[config.mk]
export PLATFORM = sky130hd
export DESIGN_NAME = scoreboard_hazard_unit_flat
export DESIGN_NICKNAME = d
export VERILOG_FILES = /design/src/rtl/scoreboard_hazard_unit_if.sv /design/src/rtl/scoreboard_hazard_unit.sv /design/src/flat_wrapper.sv
export SDC_FILE = /design/constraint.sdc
export NUM_CORES = 1
export LEC_CHECK = 0
export ABC_AREA = 0
export CAP_MARGIN = 30
export CORE_MARGIN = 3
export CORE_UTILIZATION = 45
export CTS_BUF_LIST = sky130_fd_sc_hd__clkbuf_8
export DETAILED_ROUTE_END_ITERATION = 10
export PLACE_DENSITY = 0.79
export REMOVE_ABC_BUFFERS = 1
export SETUP_SLACK_MARGIN = 0.3
export SKIP_CTS_REPAIR_TIMING = 1
export SLEW_MARGIN = 0
export SYNTH_ARGS = -nofsm -noshare
export SYNTH_HDL_FRONTEND = slang
export SYNTH_SLANG_ARGS = --single-unit
[constraint.sdc]
create_clock -name clk -period 2.3 [get_ports clk]
set_input_delay 0.23 -clock clk [delete_from_list [all_inputs] [get_ports clk]]
set_output_delay 0.23 -clock clk [all_outputs]
set_load 0.01 [all_outputs]
[src/rtl/scoreboard_hazard_unit_if.sv]
// ID/EX/WB hazard bus between the pipeline and the scoreboard unit.
// The master side drives the instruction info and receives the controls.
interface scoreboard_hazard_unit_if #(
  parameter int NREG  = 32,
  parameter int CNT_W = 16
);
  localparam int RW = $clog2(NREG);

  logic          id_valid;
  logic [RW-1:0] id_rs1;
  logic [RW-1:0] id_rs2;
  logic          id_rs1_used;
  logic          id_rs2_used;
  logic [RW-1:0] id_rd;
  logic          id_wenb;
  logic          id_is_load;
  logic          id_is_mc;
  logic          mc_done;
  logic          ex_redirect;
  logic          wb_wenb;
  logic [RW-1:0] wb_rd;

  logic             stall;
  logic             issue;
  logic             flush_if_id;
  logic             flush_id_ex;
  logic [NREG-1:0]  pending;
  logic             mc_busy;
  logic [CNT_W-1:0] stall_cnt;

  modport master (
    output id_valid, id_rs1, id_rs2, id_rs1_used, id_rs2_used,
    output id_rd, id_wenb, id_is_load, id_is_mc,
    output mc_done, ex_redirect, wb_wenb, wb_rd,
    input  stall, issue, flush_if_id, flush_id_ex,
    input  pending, mc_busy, stall_cnt
  );

  modport slave (
    input  id_valid, id_rs1, id_rs2, id_rs1_used, id_rs2_used,
    input  id_rd, id_wenb, id_is_load, id_is_mc,
    input  mc_done, ex_redirect, wb_wenb, wb_rd,
    output stall, issue, flush_if_id, flush_id_ex,
    output pending, mc_busy, stall_cnt
  );
endinterface

[src/rtl/scoreboard_hazard_unit.sv]
// Scoreboard hazard unit: tracks load/multicycle destinations and
// produces stall, issue and flush controls for the ID stage.
module scoreboard_hazard_unit #(
  parameter int NREG  = 32,
  parameter int CNT_W = 16
) (
  input logic clk,
  input logic rst,
  scoreboard_hazard_unit_if.slave bus
);
  typedef enum logic {IDLE, MC_BUSY} state_t;

  state_t           state;
  logic [NREG-1:0]  pend;
  logic [NREG-1:0]  pend_nxt;
  logic [CNT_W-1:0] cnt;
  logic             raw1;
  logic             raw2;
  logic             mc_hazard;
  logic             stall;
  logic             issue;
  logic             set_en;
  logic             mc_issue;

  // A same-cycle WB write to the source hides the hazard
  assign raw1 = bus.id_rs1_used && pend[bus.id_rs1]
             && !(bus.wb_wenb && bus.wb_rd == bus.id_rs1);
  assign raw2 = bus.id_rs2_used && pend[bus.id_rs2]
             && !(bus.wb_wenb && bus.wb_rd == bus.id_rs2);

  assign mc_hazard = bus.id_is_mc && (state == MC_BUSY)
                  && !bus.mc_done;

  assign stall = bus.id_valid && (raw1 || raw2 || mc_hazard)
              && !bus.ex_redirect;
  assign issue = bus.id_valid && !stall && !bus.ex_redirect;

  assign mc_issue = issue && bus.id_is_mc;
  assign set_en   = issue && bus.id_wenb
                 && (bus.id_rd != '0)
                 && (bus.id_is_load || bus.id_is_mc);

  assign bus.stall       = stall;
  assign bus.issue       = issue;
  assign bus.flush_if_id = bus.ex_redirect;
  assign bus.flush_id_ex = bus.ex_redirect || stall;
  assign bus.pending     = pend;
  assign bus.mc_busy     = (state == MC_BUSY);
  assign bus.stall_cnt   = cnt;

  // Set is applied after clear so a same-register set wins
  always_comb begin
    pend_nxt = pend;
    if (bus.wb_wenb) pend_nxt[bus.wb_rd] = 1'b0;
    if (set_en) pend_nxt[bus.id_rd] = 1'b1;
    pend_nxt[0] = 1'b0;
  end

  always_ff @(posedge clk or negedge rst) begin
    if (!rst) pend <= '0;
    else pend <= pend_nxt;
  end

  always_ff @(posedge clk or negedge rst) begin
    if (!rst) begin
      state <= IDLE;
    end else begin
      unique case (state)
        IDLE:    if (mc_issue) state <= MC_BUSY;
        MC_BUSY: if (bus.mc_done && !mc_issue) state <= IDLE;
      endcase
    end
  end

  always_ff @(posedge clk or negedge rst) begin
    if (!rst) cnt <= '0;
    else if (stall && cnt != '1) cnt <= cnt + 1'b1;
  end
endmodule

[src/flat_wrapper.sv]
// flat-port wrapper written by rule: the top's interface ports become plain ports
module scoreboard_hazard_unit_flat 
#(
  parameter int NREG  = 32,
  parameter int CNT_W = 16
)
  (clk, rst, bus_id_valid, bus_id_rs1, bus_id_rs2, bus_id_rs1_used, bus_id_rs2_used, bus_id_rd, bus_id_wenb, bus_id_is_load, bus_id_is_mc, bus_mc_done, bus_ex_redirect, bus_wb_wenb, bus_wb_rd, bus_stall, bus_issue, bus_flush_if_id, bus_flush_id_ex, bus_pending, bus_mc_busy, bus_stall_cnt);
  scoreboard_hazard_unit_if #(.NREG(NREG), .CNT_W(CNT_W)) bus_i ();
  input logic clk;
  input logic rst;
  input wire logic [$bits(bus_i.id_valid)-1:0] bus_id_valid;
  input wire logic [$bits(bus_i.id_rs1)-1:0] bus_id_rs1;
  input wire logic [$bits(bus_i.id_rs2)-1:0] bus_id_rs2;
  input wire logic [$bits(bus_i.id_rs1_used)-1:0] bus_id_rs1_used;
  input wire logic [$bits(bus_i.id_rs2_used)-1:0] bus_id_rs2_used;
  input wire logic [$bits(bus_i.id_rd)-1:0] bus_id_rd;
  input wire logic [$bits(bus_i.id_wenb)-1:0] bus_id_wenb;
  input wire logic [$bits(bus_i.id_is_load)-1:0] bus_id_is_load;
  input wire logic [$bits(bus_i.id_is_mc)-1:0] bus_id_is_mc;
  input wire logic [$bits(bus_i.mc_done)-1:0] bus_mc_done;
  input wire logic [$bits(bus_i.ex_redirect)-1:0] bus_ex_redirect;
  input wire logic [$bits(bus_i.wb_wenb)-1:0] bus_wb_wenb;
  input wire logic [$bits(bus_i.wb_rd)-1:0] bus_wb_rd;
  output wire logic [$bits(bus_i.stall)-1:0] bus_stall;
  output wire logic [$bits(bus_i.issue)-1:0] bus_issue;
  output wire logic [$bits(bus_i.flush_if_id)-1:0] bus_flush_if_id;
  output wire logic [$bits(bus_i.flush_id_ex)-1:0] bus_flush_id_ex;
  output wire logic [$bits(bus_i.pending)-1:0] bus_pending;
  output wire logic [$bits(bus_i.mc_busy)-1:0] bus_mc_busy;
  output wire logic [$bits(bus_i.stall_cnt)-1:0] bus_stall_cnt;
  assign bus_i.id_valid = bus_id_valid;
  assign bus_i.id_rs1 = bus_id_rs1;
  assign bus_i.id_rs2 = bus_id_rs2;
  assign bus_i.id_rs1_used = bus_id_rs1_used;
  assign bus_i.id_rs2_used = bus_id_rs2_used;
  assign bus_i.id_rd = bus_id_rd;
  assign bus_i.id_wenb = bus_id_wenb;
  assign bus_i.id_is_load = bus_id_is_load;
  assign bus_i.id_is_mc = bus_id_is_mc;
  assign bus_i.mc_done = bus_mc_done;
  assign bus_i.ex_redirect = bus_ex_redirect;
  assign bus_i.wb_wenb = bus_wb_wenb;
  assign bus_i.wb_rd = bus_wb_rd;
  assign bus_stall = bus_i.stall;
  assign bus_issue = bus_i.issue;
  assign bus_flush_if_id = bus_i.flush_if_id;
  assign bus_flush_id_ex = bus_i.flush_id_ex;
  assign bus_pending = bus_i.pending;
  assign bus_mc_busy = bus_i.mc_busy;
  assign bus_stall_cnt = bus_i.stall_cnt;
  scoreboard_hazard_unit #(.NREG(NREG), .CNT_W(CNT_W)) u_core (.clk(clk), .rst(rst), .bus(bus_i));
endmodule
==> reports/qor.txt, run 1 <==
Iteration-0 DRC Markers: 369
Synth top area share: 39.3%
Pre-Repair DR Iteration Count: 5
Worst path most repeated cell: buf_4
XOR/XNOR share of the synthesized area: 6.60%
largest area contributor in the netlist: dfrtp_1
Max-cap violations: 0
Die ar.: 0.00781 sq mm
pwr dens: 504 mW/mm^2
wire per inst: 24.9 um
peak per-stage delay on the critical path: 0.40 ns
Worst Setup End Kind: output port
Crit Path Category: reg -> out
largest family of logic cells by synthesized area: compound AO/OA/AOI/OAI gates
synthesis-stage register bit count: 48
Gate power share: 37.9%
Post-Place Setup Slack: -0.975 ns
RSZ-0062 raised after global routing: true
P_leak: 2.25 nW
post-synthesis mux area share: 13.3%
Peak VDD IR: 0.503 mV
CTS tree: yes
Worst-path clk slew: 0.09 ns
Min-Delay Path Class: in -> async
DRC viols: 0
f_max: 384 MHz
routed vias/inst: 6.44
Clock power frac: 23.6%
Placement Rows: 29
share of cells above drive strength 1: 35.8%
Final min period: 2.60 ns
Compound-Gate Fraction of Synth Area: 18.1%
crit path max fanout: 4
outcome: finished with violations
Finished Core Util: 81.4%
part of the power in registers: 38.5%
CTS root buf: clkbuf_8
largest net degree at the start of global routing: 49
clk buf depth: 2
Final Hold Fails: 0
Vias: 3448
GR Overflow Total: 0
die span in y: 88.4 um
Synth async-reset ratio: 100%
Fillers: 365
Avg Cell Area, Syn: 10.0 sq um
crit-path leading delay family: compound AO/OA/AOI/OAI gates
Yosys cell types: 53
area grow syn2layout: 72.1%
Diodes inserted: 0
Net Sw Power: 0.897 mW
RePlAce Congestion: 0.953
Mapped Area: 0.00305 sq mm
initial antenna violation count: 0
Multi-input gate area: 0.00223 sq mm
most common cell after layout, fill and taps aside: clkdlybuf4s50_1
final setup fails: 49
failing checks: setup timing
Detail Route Antenna Nets: 0
sequential cell area fraction in the yosys report: 39.3%
vias in the first global route: 3166
Internal: 1.75 mW
relative slew slack: 32.3%
hpwl dp: 7920 um
GRT Total Usage: 26.8%
crit path DAT: 2.37 ns
Tcrit/Tclk final: 113%
first-pass GRT wire length: 16100 um
# IOs: 84
worst path cell trace: buf_4 > mux2_2 > a221o_1 > a211oi_2 > buf_4 > nor4_4 > a21oi_4 > nand2_4 > inv_1 > buf_2
fin worst setup slack: -0.302 ns
Post-Synth Adder-Cell Area: 0.410%
sw frac: 33.8%
Yosys warning count: 0
register area: 0.00120 sq mm
Setup crit start: u_core.bus.pending[3]
slowest CP cell: dfrtp_1
most frequent cells in the layout: 73 x clkdlybuf4s50_1, 64 x buf_4, 48 x dfrtp_1, 34 x o21ai_0, 25 x o31ai_4
simple-gate share of the synthesized area: 17.3%
reg2reg start: u_core.bus.pending[3]
Layout Nets: 489
skew final: 0.00587 ns
data required time of the worst path: 2.07 ns
Initial Utilization: 47.3%
Design Power: 2.65 mW
largest cells by area after synthesis: dfrtp_1 39%, o31ai_1 7.6%, mux2i_1 5.9%
Core Region: 0.00646 sq mm
Sink Count: 48
die span in x: 88.4 um
routed wire length: 13300 um
Slew Viols, Final: 0
worst path bufs/invs: 4
Post-synth EDFFs: 0
H-tree depth: 2
Slew @ Worst Pin: 1.02 ns
Port Buffers: 82
crit start category: flip-flop
Synth Flop Type: dfrtp_1
CTS Buf Count: 5
clock latency on the worst-skew pair: 0.31 ns
Syn Inst Count: 305
sequential cells by signal, summed over array words and instances, names as in the netlist:
signal / flops
u_core.bus.mc_busy: 1
u_core.bus.pending: 31
u_core.bus.stall_cnt: 16
power groups by stage:
stage	logic, mW	registers (mW)	clock network [mW]
floorplan	0.253	1.05	0
CTS	0.787	1.00	0.613
global placement	0.764	1.02	0
global route	1.05	1.03	0.661
detailed placement	0.781	1.02	0
finish	1.00	1.02	0.626
cells by family (layout without fill, tap and decap cells):
logic type / count (synthesis) / count (layout)
AND/OR/NAND/NOR: 93 / 93
AO/OA/AOI/OAI: 81 / 81
flip-flops: 48 / 48
multiplexers: 31 / 31
buffers and inverters: 27 / 180
XOR/XNOR: 23 / 23
adder cells (fa/ha/maj): 1 / 1
other: 1 / 1
area by class of cell:
class	instances	area share, %
Timing Repair Buffer	166	30.4
Clock buffer	5	1.31
Sequential cell	48	22.8
Clock inverter	3	0.738
Tap cell	77	1.83
Multi-Input combinational cell	230	42.5
Inverter	6	0.428
routing by layer:
| layer | wire length [um] | track usage, % |
|---|---|---|
| met1 | 5250 | 35.9 |
| met2 | 6330 | 43.2 |
| met3 | 1070 | 5.87 |
| met4 | 682 | 9.07 |
| met5 | 0 | 0 |
worst register-to-register path, stage by stage (launching register included):
cell	delay, ns
dfrtp_1	0.40
buf_4	0.14
mux2_2	0.26
a221o_1	0.34
a211oi_2	0.19
buf_4	0.16
nor4_4	0.05
a21oi_4	0.20
nand2_4	0.10
buf_6	0.15
clkbuf_16	0.19
o31ai_4	0.26
worst paths after layout:
| check | endpoint | slack, ns | depth (start not counted) |
|---|---|---|---|
| setup reg to reg | u_core.bus.pending[20] | -0.24 | 11 |
| hold reg to reg | u_core.bus.stall_cnt[8] | 0.52 | 1 |
| max in group asynchronous | u_core.bus.pending[17] | 1.65 | 3 |
| hold / removal | u_core.bus.stall_cnt[12] | 0.43 | 3 |
| min in group clk | u_core.bus.stall_cnt[8] | 0.52 | 1 |
| setup / recovery | bus_issue | -0.30 | 10 |
through the flow:
stage	hold slack (ns)	setup TNS [ns]	area, sq um	instances
finish	0.428	-7.24	5260	535
global route	0.452	-9.71	5260	535
global placement	0.231	-33.64	4370	509
detailed placement	0.232	-38.11	4370	509
floorplan	-0.0656	-13.34	2930	284
CTS	-0.0967	-23.09	4480	517
Yosys cell counts (2+ instances only):
library cell,n
a221o_1,2
and3_1,4
buf_1,3
buf_2,6
buf_4,4
clkbuf_1,6
dfrtp_1,48
inv_1,6
mux2_1,2
mux2_2,4
mux2i_1,18
mux4_2,7
nand2_1,21
nand2b_1,4
nand3_1,15
nand3b_1,6
nand4_1,4
nand4b_1,2
nor2_1,10
nor2b_1,6
nor3_1,4
nor3b_1,3
nor4_1,3
nor4b_1,2
o21ai_0,34
o31ai_1,31
or3_1,2
or3b_2,2
xnor2_1,17
xor2_1,6
No activity file was read; power rests on OpenSTA's default activity.
==> run 2: changes to the inputs <==
--- a/config.mk
+++ b/config.mk
@@ -7,11 +7,13 @@
 export LEC_CHECK = 0
 export ABC_AREA = 0
 export CAP_MARGIN = 30
+export CELL_PAD_IN_SITES_DETAIL_PLACEMENT = 1
+export CELL_PAD_IN_SITES_GLOBAL_PLACEMENT = 2
 export CORE_MARGIN = 3
-export CORE_UTILIZATION = 45
+export CORE_UTILIZATION = 27
 export CTS_BUF_LIST = sky130_fd_sc_hd__clkbuf_8
 export DETAILED_ROUTE_END_ITERATION = 10
-export PLACE_DENSITY = 0.79
+export PLACE_DENSITY = 0.77
 export REMOVE_ABC_BUFFERS = 1
 export SETUP_SLACK_MARGIN = 0.3
 export SKIP_CTS_REPAIR_TIMING = 1
==> run 2 against run 1 <==
Effect of this change:
- the run still ends with setup timing left
- maximum frequency hardly changed
- sequential power about the same
- sequential cell count is the same
- count of clock-buffer cells in the layout is the same
- critical path type unchanged
==> reports/qor.txt, run 2 (synthesized netlist as in run 1, its figures left out) <==
outcome: finished with violations
failing checks: setup timing
P_leak: 2.33 nW (+3.8%)
Final Hold Fails: 0 (unchanged)
Port Buffers: 82 (unchanged)
# IOs: 84 (unchanged)
GRT Total Usage: 18.7% (-8.1 points)
clk buf depth: 2 (unchanged)
worst path cell trace: buf_4 > mux2_2 > a221o_1 > a211oi_2 > buf_4 > nor4_4 > buf_4 > a22o_4 > buf_2
Pre-Repair DR Iteration Count: 4 (-1)
area grow syn2layout: 78.6%
Worst Setup End Kind: output port
Min-Delay Path Class: in -> async
largest net degree at the start of global routing: 32 (-35%)
final setup fails: 50 (+2.0%)
Crit Path Category: reg -> out
Detail Route Antenna Nets: 0 (unchanged)
die span in x: 112 um (+27%)
most frequent cells in the layout: 78 x buf_4, 72 x clkdlybuf4s50_1, 47 x dfrtp_1, 34 x o21ai_0, 21 x o31ai_4
Die ar.: 0.0126 sq mm (+62%)
H-tree depth: 2 (unchanged)
peak per-stage delay on the critical path: 0.41 ns (about the same)
DP Area: 0.00452 sq mm (+3.3%)
vias in the first global route: 3231 (+2.1%)
Core Region: 0.0109 sq mm (+69%)
share of cells above drive strength 1: 39.3% (+3.5 points)
Worst path most repeated cell: buf_4
R2R depth: 12 (+1)
die span in y: 112 um (+27%)
Vias: 3355 (-2.7%)
GR Overflow Total: 0 (unchanged)
slowest CP cell: dfrtp_1
Tcrit/Tclk final: 113% (about the same)
Largest register FFs: 31 (unchanged)
initial antenna violation count: 0 (unchanged)
Slew Viols, Final: 0 (unchanged)
Slew @ Worst Pin: 1.04 ns (+0.0224 ns)
crit path max fanout: 3 (-1)
Diodes inserted: 0 (unchanged)
most common cell after layout, fill and taps aside: buf_4
pwr dens: 477 mW/mm^2 (-5.3%)
hpwl dp: 9330 um (+18%)
Finished Core Util: 49.9% (-32 points)
DRC viols: 0 (unchanged)
CTS root buf: clkbuf_8
Design Power: 2.60 mW (-1.8%)
CTS tree: yes
wire per inst: 22.1 um (-11%)
relative slew slack: 30.8% (-1.5 points)
Layout Nets: 507 (+3.7%)
Fillers: 1205 (+230%)
f_max: 384 MHz (about the same)
Iteration-0 DRC Markers: 136 (-63%)
Initial Utilization: 27.9% (-19 points)
skew final: 0.0154 ns (+0.00954 ns)
Final min period: 2.60 ns (+0.000308 ns)
Peak VDD IR: 0.230 mV (-54%)
crit start category: flip-flop
RSZ-0062 raised after global routing: true
Worst-path clk slew: 0.10 ns (about the same)
CTS Buf Count: 5 (unchanged)
flop2flop setup slack: -0.28 ns (-0.04 ns)
data required time of the worst path: 2.07 ns (about the same)
routed wire length: 13600 um (+2.2%)
first-pass GRT wire length: 18500 um (+16%)
crit path DAT: 2.37 ns (about the same)
Fin Setup TNS: -6.71 ns (+0.530 ns)
fin area: 0.00545 sq mm (+3.7%)
Sink Count: 48 (unchanged)
Max-cap violations: 0 (unchanged)
clock latency on the worst-skew pair: 0.31 ns (about the same)
Placement Rows: 38 (+31%)
RePlAce Congestion: 0.867 (-9.0%)
fin worst setup slack: -0.303 ns (-0.000308 ns)
routed vias/inst: 5.45 (-15%)
[run 2: cell count changes in the layout (fill, tap and decap cells not counted), moves of 2 or more]
cell / delta
nor3_4: +2
o31ai_4: -4
nor3_2: -2
buf_4: +14
o31ai_2: +5
buf_6: +6
[run 2: report_power, final]
group | total [mW] | switching (mW) | internal, mW
clock | 0.547 | 0.328 | 0.219
combinational | 1.04 | 0.490 | 0.548
sequential | 1.02 | 0.0950 | 0.922
total | 2.60 | 0.913 | 1.69
[run 2: cell type report]
| class | count | area [sq um] | share of cell area (%) |
|---|---|---|---|
| Multi-Input combinational cell | 230 | 2240 | 41.2 |
| Clock inverter | 3 | 22.5 | 0.413 |
| Timing Repair Buffer | 184 | 1720 | 31.5 |
| Sequential cell | 48 | 1200 | 22.0 |
| Tap cell | 140 | 175 | 3.21 |
| Inverter | 6 | 22.5 | 0.413 |
| Clock buffer | 5 | 68.8 | 1.26 |
[run 2: metrics by stage]
stage	instances	hold WS, ns	worst slack [ns]
finish	616	0.457	-0.303
global route	616	0.505	-0.369
CTS	594	-0.0940	-0.972
detailed placement	586	0.244	-0.970
global placement	586	0.243	-0.932
floorplan	284	-0.0656	-0.431
[run 2: final timing paths]
check	start	end
min reg2reg	u_core.bus.stall_cnt[5]	u_core.bus.stall_cnt[5]
min in group clk	u_core.bus.stall_cnt[5]	u_core.bus.stall_cnt[5]
max	u_core.bus.pending[1]	bus_stall
min	rst	u_core.bus.stall_cnt[12]
max in group asynchronous	rst	u_core.bus.pending[31]
max reg2reg	u_core.bus.pending[1]	u_core.bus.pending[31]
[run 2: critical path, delay by kind of cell, from the launching register on]
family                 cells  cell delay, ns
AND/OR/NAND/NOR            1            0.05
multiplexers               1            0.25
buffers and inverters      4            0.57
flip-flops                 1            0.41
AO/OA/AOI/OAI              3            0.79
[run 2: per-layer routing]
metal	share of wire (%)	track usage [%]
met5	0	0
met4	2.3	3.77
met3	4.2	3.94
met2	49	30.7
met1	44	25.7
==> run 3: changes to the inputs <==
--- a/config.mk
+++ b/config.mk
@@ -13,7 +13,7 @@
 export CORE_UTILIZATION = 27
 export CTS_BUF_LIST = sky130_fd_sc_hd__clkbuf_8
 export DETAILED_ROUTE_END_ITERATION = 10
-export PLACE_DENSITY = 0.77
+export PLACE_DENSITY = 0.73
 export REMOVE_ABC_BUFFERS = 1
 export SETUP_SLACK_MARGIN = 0.3
 export SKIP_CTS_REPAIR_TIMING = 1
==> run 3 against run 2 <==
Effect of this change:
- the flow still finishes with violations (setup timing)
- non-clock buffer count decreased by 20
- count of clock-buffer cells in the layout did not move
- sequential power about the same
- utilization is 5.1 points lower
- final cell count decreased by 3.2%
- sequential share of layout area increased by 2.6 points
- combinational power is 14% lower
- routed wire length shrank 8.3%
- first-iteration DRC count decreased by 2.9%
- largest power group is now sequential cells
==> reports/qor.txt, run 3 (synthesized netlist as in run 1, its figures left out) <==
initial antenna violation count: 0 (unchanged)
Design Power: 2.52 mW (-3.1%)
area grow syn2layout: 60.4%
Detail Route Antenna Nets: 0 (unchanged)
die span in x: 112 um (unchanged)
# IOs: 84 (unchanged)
f_max: 393 MHz (+2.3%)
Slew Viols, Final: 0 (unchanged)
reg2reg start: u_core.bus.pending[1]
failing checks: setup timing
Internal: 1.71 mW (+1.3%)
final setup fails: 46 (-8.0%)
Tcrit/Tclk final: 111% (-2.6 points)
worst setup path end: bus_stall
die span in y: 112 um (unchanged)
Initial Utilization: 27.9% (unchanged)
Fillers: 1239 (+2.8%)
fin worst setup slack: -0.243 ns (+0.0591 ns)
Iteration-0 DRC Markers: 132 (-2.9%)
Worst-path clk slew: 0.09 ns (about the same)
Final min period: 2.54 ns (-0.0591 ns)
DP Cell Count: 578 (-1.4%)
wire per inst: 21.0 um (-5.2%)
Final Hold Fails: 0 (unchanged)
clock latency on the worst-skew pair: 0.31 ns (about the same)
Clock power frac: 24.5% (+3.5 points)
sw frac: 32.1% (-3.0 points)
share of cells above drive strength 1: 31.1% (-8.1 points)
Crit Path Category: reg -> out
skew final: 0.00721 ns (-0.00821 ns)
crit path DAT: 2.31 ns (-0.06 ns)
Sink Count: 48 (unchanged)
CTS root buf: clkbuf_8
R2R depth: 10 (-2)
part of the power in registers: 40.0% (+0.9 points)
flop2flop setup slack: -0.21 ns (+0.07 ns)
DRC viols: 0 (unchanged)
most frequent cells in the layout: 73 x clkdlybuf4s50_1, 73 x buf_4, 45 x dfrtp_1, 34 x o21ai_0, 26 x o31ai_1
data required time of the worst path: 2.07 ns (about the same)
Layout Nets: 487 (-3.9%)
GRT Total Usage: 18.9% (+0.19 points)
vias in the first global route: 3170 (-1.9%)
Final Non-Filler Cells: 596 (-3.2%)
Placement Rows: 38 (unchanged)
Port Buffers: 82 (unchanged)
Core Region: 0.0109 sq mm (unchanged)
Post-Place Setup Slack: -1.05 ns (-0.0764 ns)
DP Area: 0.00449 sq mm (-0.78%)
CTS Buf Count: 5 (unchanged)
CTS tree: yes
crit path max fanout: 2 (-1)
Setup crit start: u_core.bus.pending[1]
relative slew slack: 56.1% (+25 points)
clk buf depth: 2 (unchanged)
crit start category: flip-flop
pwr dens: 515 mW/mm^2 (+7.9%)
slowest CP cell: dfrtp_1
Worst Setup End Kind: output port
RSZ-0062 raised after global routing: true
fin area: 0.00490 sq mm (-10%)
routed vias/inst: 5.25 (-3.7%)
Max-cap violations: 0 (unchanged)
Die ar.: 0.0126 sq mm (unchanged)
Min-Delay Path Class: in -> async
hpwl dp: 9360 um (+0.37%)
worst path cell trace: mux2_4 > a221o_1 > a2111oi_4 > buf_4 > nor4b_1 > a22o_1 > buf_2
first-pass GRT wire length: 18500 um (-0.49%)
Gate power share: 35.5% (-4.4 points)
RePlAce Congestion: 0.889 (+2.5%)
GR Overflow Total: 0 (unchanged)
Pre-Repair DR Iteration Count: 4 (unchanged)
largest net degree at the start of global routing: 49 (+53%)
peak per-stage delay on the critical path: 0.41 ns (about the same)
Vias: 3127 (-6.8%)
P_leak: 2.12 nW (-9.4%)
Slew @ Worst Pin: 0.658 ns (-0.380 ns)
worst r2r dst: u_core.bus.pending[28]
Peak VDD IR: 0.208 mV (-9.5%)
Largest register FFs: 31 (unchanged)
routed wire length: 12500 um (-8.3%)
Diodes inserted: 0 (unchanged)
outcome: finished with violations
H-tree depth: 2 (unchanged)
Net Sw Power: 0.810 mW (-11%)
[run 3: cell types whose count changed in the layout (fill, tap and decap cells not counted), moves of 5 or more]
cell / change
buf_4: -5
buf_6: -11
o31ai_4: -21
o31ai_2: -5
o31ai_1: +26
[run 3: worst max-delay path, delay by kind of cell, from the launching register on]
| kind | cells | cell delay (ns) |
|---|---|---|
| flops | 1 | 0.41 |
| compound gates | 3 | 0.95 |
| mux | 1 | 0.28 |
| buf+inv | 2 | 0.33 |
| simple gates | 1 | 0.05 |
[run 3: worst min-delay path by stage]
stage                               endpoint  slack (ns)  cells after the start
floorplan                 u_core.bus.mc_busy       -0.07                      0
global placement    u_core.bus.stall_cnt[11]        0.38                      2
detailed placement  u_core.bus.stall_cnt[11]        0.39                      2
CTS                 u_core.bus.stall_cnt[11]        0.05                      2
global route        u_core.bus.stall_cnt[11]        0.08                      2
finish                 u_core.bus.pending[6]        0.03                      2
[run 3: power by group through the flow]
stage	logic (mW)	registers, mW	clock network [mW]
after floorplan	0.253	1.05	0
after global placement	0.808	1.01	0
after detailed placement	0.823	1.02	0
after CTS	0.831	1.01	0.639
after global routing	0.965	1.02	0.667
final	0.896	1.01	0.618
[run 3: area by class of cell]
cell class	instances	area [sq um]	area share (%)
multi-input cells	230	1910	39.1
repair buffers	164	1470	30.1
flip-flops and latches	48	1200	24.6
well taps	140	175	3.58
clock buffers	5	68.8	1.40
clock inverters	3	38.8	0.792
inverters	6	22.5	0.460
[run 3: routing by layer]
layer | up-vias | routed length (um) | global-route usage, %
li1 | 1443 | - | -
met1 | 1592 | 5530 | 26.1
met2 | 77 | 6100 | 30.5
met3 | 15 | 678 | 3.34
met4 | 0 | 202 | 5.45
met5 | - | 0 | 0
[run 3: per-stage QoR]
step                setup TNS, ns  util (%)  hold WS, ns
floorplan                  -13.34         -      -0.0656
global route               -11.86      44.8       0.0802
global placement           -36.43      41.0        0.381
detailed placement         -39.86      41.0        0.390
finish                      -6.54      44.8       0.0327
CTS                        -24.48      42.0       0.0525
